$ cat src/rtl/err_expect_pkg.sv
// Shared constants, element type and the widened subtract used by err_expect_stream.
// ERR_EXPECT_SAT_EN selects clamping instead of wrap-around in sat_sub.
package err_expect_pkg;

  localparam int DEF_WIDTH     = 32;
  localparam int DEF_ADDR_BITS = 6;
  localparam int DEF_LENGTH    = 64;
  localparam int MAX_WIDTH     = 64;

  // One extra bit above the widest supported element keeps every difference exact.
  typedef logic signed [MAX_WIDTH:0] wide_t;

  typedef struct packed {
    logic [DEF_WIDTH-1:0] data;
    logic                 last;
  } err_elem_t;

  // a and b arrive sign-extended from a width-bit element; the result is the
  // difference reduced back into the signed width-bit range, sign-extended.
  function automatic wide_t sat_sub(input wide_t a, input wide_t b, input int width);
    wide_t diff;
    diff = a - b;
`ifdef ERR_EXPECT_SAT_EN
    begin
      wide_t hi;
      wide_t lo;
      hi = (wide_t'(1) <<< (width - 1)) - wide_t'(1);
      lo = -(wide_t'(1) <<< (width - 1));
      if (diff > hi)      diff = hi;
      else if (diff < lo) diff = lo;
    end
`else
    diff = (diff <<< (MAX_WIDTH + 1 - width)) >>> (MAX_WIDTH + 1 - width);
`endif
    return diff;
  endfunction

endpackage

$ cat src/rtl/memory_param.sv
// Expected-value store: synchronous read with enable, independent write port,
// read-before-write on a same-address collision.
module memory_param #(
  parameter int WIDTH     = 32,
  parameter int ADDR_BITS = 6
) (
  input  logic                 clk,
  input  logic                 we,
  input  logic [ADDR_BITS-1:0] wr_addr,
  input  logic [WIDTH-1:0]     wr_data,
  input  logic                 rd_en,
  input  logic [ADDR_BITS-1:0] rd_addr,
  output logic [WIDTH-1:0]     rd_data
);

  logic [WIDTH-1:0] mem [2**ADDR_BITS];

  // NOTE: storage arrays and their read register carry no reset so they map
  // onto block RAM; a reset would force a flop-based implementation.
  always_ff @(posedge clk) begin
    if (we)    mem[wr_addr] <= wr_data;
    if (rd_en) rd_data      <= mem[rd_addr];
  end

endmodule

$ cat src/rtl/err_expect_stream.sv
// Streams (actual - expected) per element through a two-stage backpressured pipe.
// Define ERR_EXPECT_SAT_EN for clamped results; default wraps to WIDTH bits.
module err_expect_stream
  import err_expect_pkg::*;
#(
  parameter int WIDTH     = DEF_WIDTH,
  parameter int ADDR_BITS = DEF_ADDR_BITS,
  parameter int LENGTH    = DEF_LENGTH
) (
  input  logic                    clk,
  input  logic                    reset,
  input  logic                    load_valid,
  input  logic [ADDR_BITS-1:0]    load_addr,
  input  logic [WIDTH-1:0]        load_data,
  input  logic                    restart,
  input  logic                    act_valid,
  output logic                    act_ready,
  input  logic signed [WIDTH-1:0] act_data,
  output logic                    err_valid,
  input  logic                    err_ready,
  output logic signed [WIDTH-1:0] err_data,
  output logic                    err_last
);

  localparam logic [ADDR_BITS-1:0] LAST_IDX = ADDR_BITS'(LENGTH - 1);

  logic [ADDR_BITS-1:0]    idx;
  logic [ADDR_BITS-1:0]    use_idx;
  logic [ADDR_BITS-1:0]    next_idx;
  logic                    handshake;
  logic                    s2_free;
  logic                    s1_valid;
  logic                    s1_last;
  logic signed [WIDTH-1:0] s1_act;
  logic [WIDTH-1:0]        rd_data;

  assign s2_free   = !err_valid || err_ready;
  assign act_ready = !s1_valid || s2_free;
  assign handshake = act_valid && act_ready;

  // A restart coinciding with a handshake makes that element index 0.
  assign use_idx  = restart ? '0 : idx;
  assign next_idx = (use_idx == LAST_IDX) ? '0 : use_idx + ADDR_BITS'(1);

  // NOTE: every clocked register uses <= so all stages sample pre-edge values.
  always_ff @(posedge clk or negedge reset) begin
    if (!reset)         idx <= '0;
    else if (handshake) idx <= next_idx;
    else if (restart)   idx <= '0;
  end

  always_ff @(posedge clk or negedge reset) begin
    if (!reset) begin
      s1_valid <= 1'b0;
      s1_last  <= 1'b0;
      s1_act   <= '0;
    end else if (handshake) begin
      s1_valid <= 1'b1;
      s1_last  <= (use_idx == LAST_IDX);
      s1_act   <= act_data;
    end else if (s2_free) begin
      s1_valid <= 1'b0;
    end
  end

  // rd_data only changes on a handshake, which always coincides with s1 moving
  // on, so it stays paired with the element held in s1.
  always_ff @(posedge clk or negedge reset) begin
    if (!reset) begin
      err_valid <= 1'b0;
      err_data  <= '0;
      err_last  <= 1'b0;
    end else if (s2_free) begin
      err_valid <= s1_valid;
      if (s1_valid) begin
        err_data <= WIDTH'(sat_sub(wide_t'(s1_act), wide_t'($signed(rd_data)), WIDTH));
        err_last <= s1_last;
      end
    end
  end

  memory_param #(
    .WIDTH     (WIDTH),
    .ADDR_BITS (ADDR_BITS)
  ) u_mem (
    .clk     (clk),
    .we      (load_valid),
    .wr_addr (load_addr),
    .wr_data (load_data),
    .rd_en   (handshake),
    .rd_addr (use_idx),
    .rd_data (rd_data)
  );

endmodule

$ cat config.mk
export PLATFORM = sky130hd
export DESIGN_NAME = err_expect_stream
export DESIGN_NICKNAME = d
export VERILOG_FILES = /design/src/rtl/err_expect_pkg.sv /design/src/rtl/memory_param.sv /design/src/rtl/err_expect_stream.sv
export SDC_FILE = /design/constraint.sdc
export NUM_CORES = 2
export LEC_CHECK = 0
export BUFFER_PORTS_ARGS = -buffer_cell sky130_fd_sc_hd__buf_2
export CAP_MARGIN = 20
export CORE_MARGIN = 1
export CORE_UTILIZATION = 40
export DETAILED_ROUTE_END_ITERATION = 7
export GPL_TIMING_DRIVEN = 0
export SYNTH_ARGS = -nofsm -noshare
export SYNTH_HDL_FRONTEND = slang
export SYNTH_SLANG_ARGS = --single-unit
$ cat constraint.sdc
create_clock -name clk -period 2.55 [get_ports clk]
set_input_delay 0.51 -clock clk [delete_from_list [all_inputs] [get_ports clk]]
set_output_delay 0.51 -clock clk [all_outputs]
set_load 0.01 [all_outputs]
==> reports/metrics.yaml <==
status: "complete, but fails checks"
violations: "negative setup slack"
clk_path_buf_depth: 3
placeableCoreArea_sq_um: 211000
holdCritStartpoint: "load_data[15]"
hold_viol_final: 0
placementRows: 168
met1_usage: 0.323
use_met3: 0.0479
grt_start_max_net_pins: 65
layout-drive-gt1-share: 0.265
cp_slowest_cell: "or4_4"
setup.worst_path.class: "reg -> reg"
yosys_most_used_dff: "edfxtp_1"
placed_area_sq_um: 91800
worst-r2r-cell-count: 11
num_vias: 50400
tightest_slew_ns: 1.13
synth_cell_types: 56
crit_path_frequent_cell: "buf_12"
holdPathEnd: "u_mem.mem[43][15]"
fin_area_sq_um: 104000
wl_mm: 257
p_leak_nw: 33.3
drcViolationCount: 0
start_kind: "register"
worstSetupEndpointType: "register"
synth_top_area_share: 0.734
required_ns: 3.13
busiest_layer: "met2"
root_buffer: "clkbuf_16"
syn_nets: 5222
hold_class: "in -> reg"
synth.top_cells.by_area: "edfxtp_1 73%, mux4_2 4.3%, mux2i_1 3.7%, a221oi_1 2.3%, dfrtp_1 2.2%"
use_met2: 0.371
timing.final.crit_share: 1.20
stdcell_count: 8581
fin_skew_ns: 0.0472
postRouteAntennaNets: 0
finalMaxSlewViolations: 0
grt_pass1_vias: 49200
drt-initial-drc-count: 5939
chipHeight_microns: 463
fin_crit_ns: 3.07
start_util: 0.404
synth.largest_area_cell: "edfxtp_1"
crit_chain: "buf_12 -> inv_16 -> buf_12 -> clkbuf_16 -> buf_12 -> buf_12 -> a221oi_4 -> a211oi_2 -> o21ai_2 -> o22ai_4 -> or4_4"
post-dp-hpwl_mm: 177
rsz0062_at_grt: "true"
cts_tree: "yes"
cp_max_fo: 10
die_w_microns: 463
place_inst: 8114
slowest_delay_ns: 0.59
worstHoldPathCells: 1
syn_to_final_growth_pct: 21.9
r2r-start: "idx[0]"
antenna_found_initial: 32
setup_viol: 34
timing.rr.end: "u_mem.rd_data[14]"
netlist_area_sq_um: 85100
via_per_inst: 5.87
clock_sinks: 2154
fin_util: 0.493
portBuffers: 106
clk_latency_ns: 0.86
slew_headroom: 0.244
ys_seq_elements: 2154
fin_nets: 5691
synth_cells: 5113
power.density_nw_per_um2: 763
overflow: 0
cp.arrival_ns: 3.65
grt_usage: 0.235
yosysWarningCount: 0
cts.reportedPaths.clkPinSlew_ns: 0.06
place_ws_ns: -2.19
drtPass1Iterations: 8
synth-edff-count: 2080
reg2reg_slack_ns: -0.52
grt_pass1_wl_mm: 363
ir_worst_vdd_v: 0.000744
wire_per_inst_microns: 29.9
cts_buffers: 215
setup_ws_ns: -0.518
gp_congestion: 0.946
ys_seq_area_frac: 0.755
fmax_ghz: 0.326
drv_cap: 0
postSynthAreaPerCell_sq_um: 16.7
die_area_sq_um: 215000
cts_max_level: 4
async_reset_ff_frac: 0.0344
io_pins: 111
==> logic make-up after synthesis <==
kind of cell / share of synthesized area
flops: 0.755
compound gates: 0.0857
simple gates: 0.0406
mux: 0.0889
buf+inv: 0.0214
fa+ha+maj: 0.00494
xor+xnor: 0.00319
==> synth_stat cells, drive strengths merged (6+ instances only) <==
cell type and instances:
edfxtp 2080, a21oi 235, mux4 162, nand2 425, clkbuf 241, nor2b 9
a311oi 64, nor2 150, inv 103, a211oi 133, o22ai 158, dfrtp 74
o21ai 224, nand4 11, xor2 13, nand3 77, o211ai 35, nor3 6
ha 32, and2 34, mux2 67, mux2i 316, a21o 6, buf 114
xnor2 18, or4 32, nand2b 21, a221oi 222, o21a 6
==> timing repair <==
item,in CTS,in global routing
setup buffers,6,8
hold endpoints to repair,110,7
gates cloned,2,0
pin swaps,55,77
hold buffers,37,2
endpoints found under the setup margin,152,89
gates resized for setup,950,259
==> through the flow <==
stage	power, mW	TNS [ns]	hold WS, ns
after floorplan	44.3	-684.81	0.214
after global placement	47.3	-3668.30	0.457
after detailed placement	47.5	-930.71	0.465
after CTS	79.1	-14.08	0.0708
after global routing	81.3	-15.15	0.0851
final	79.1	-14.84	0.110
==> registers in the layout, summed over array words and instances (netlist names) <==
name,count
s1_last,1
s1_valid,1
err_data,32
u_mem.rd_data,32
idx,6
s1_act,32
err_last,1
err_valid,1
u_mem.mem,2048
==> area by class of cell <==
cell class,instances,area [sq um]
multi-input combinational,2500,22800
fill,17200,107000
inverter,104,412
buffer,352,2640
timing repair buffer,255,3260
clock inverter,112,1100
sequential,2154,64300
tap,2805,3510
clock buffer,283,5730
antenna,16,40.0
==> where the power goes <==
part,leakage (nW),total [mW],switching [mW],internal (mW)
clock network,3.32,31.0,13.7,17.3
registers,19.6,39.6,0.223,39.4
logic,10.3,8.60,5.40,3.20
total,33.3,79.1,19.3,59.8
==> placed cells by master, fill, tap and decap left out, types with 85 or more instances in the layout <==
cell type	count
a21oi_1	176
nand2_1	424
edfxtp_1	2080
o21ai_0	147
buf_2	128
clkbuf_1	125
inv_1	100
o22ai_1	85
a221oi_1	111
clkbuf_16	220
mux4_2	162
mux2i_1	267
a211oi_1	121
==> critical path: cells and delay by family, from the launching register on <==
kind	cells	cell delay, ns
AND/OR/NAND/NOR	1	0.59
AO/OA/AOI/OAI	4	0.93
buffers and inverters	6	0.81
flip-flops	1	0.39
==> worst max path at each step <==
| stage | start | endpoint | cells after the start |
|---|---|---|---|
| floorplan | load_addr[1] | u_mem.mem[59][0] | 4 |
| global placement | load_addr[1] | u_mem.mem[7][11] | 3 |
| detailed placement | idx[1] | u_mem.rd_data[24] | 9 |
| CTS | idx[0] | u_mem.rd_data[22] | 11 |
| global route | idx[0] | u_mem.rd_data[27] | 11 |
| finish | idx[0] | u_mem.rd_data[14] | 11 |
==> layer usage <==
layer / vias to the layer above / share of wire
li1: 21400 / -
met2: 2423 / 0.47
met3: 427 / 0.092
met5: - / 0.00011
met4: 4 / 0.037
met1: 26100 / 0.40
Power figures use the tool's default switching activity.
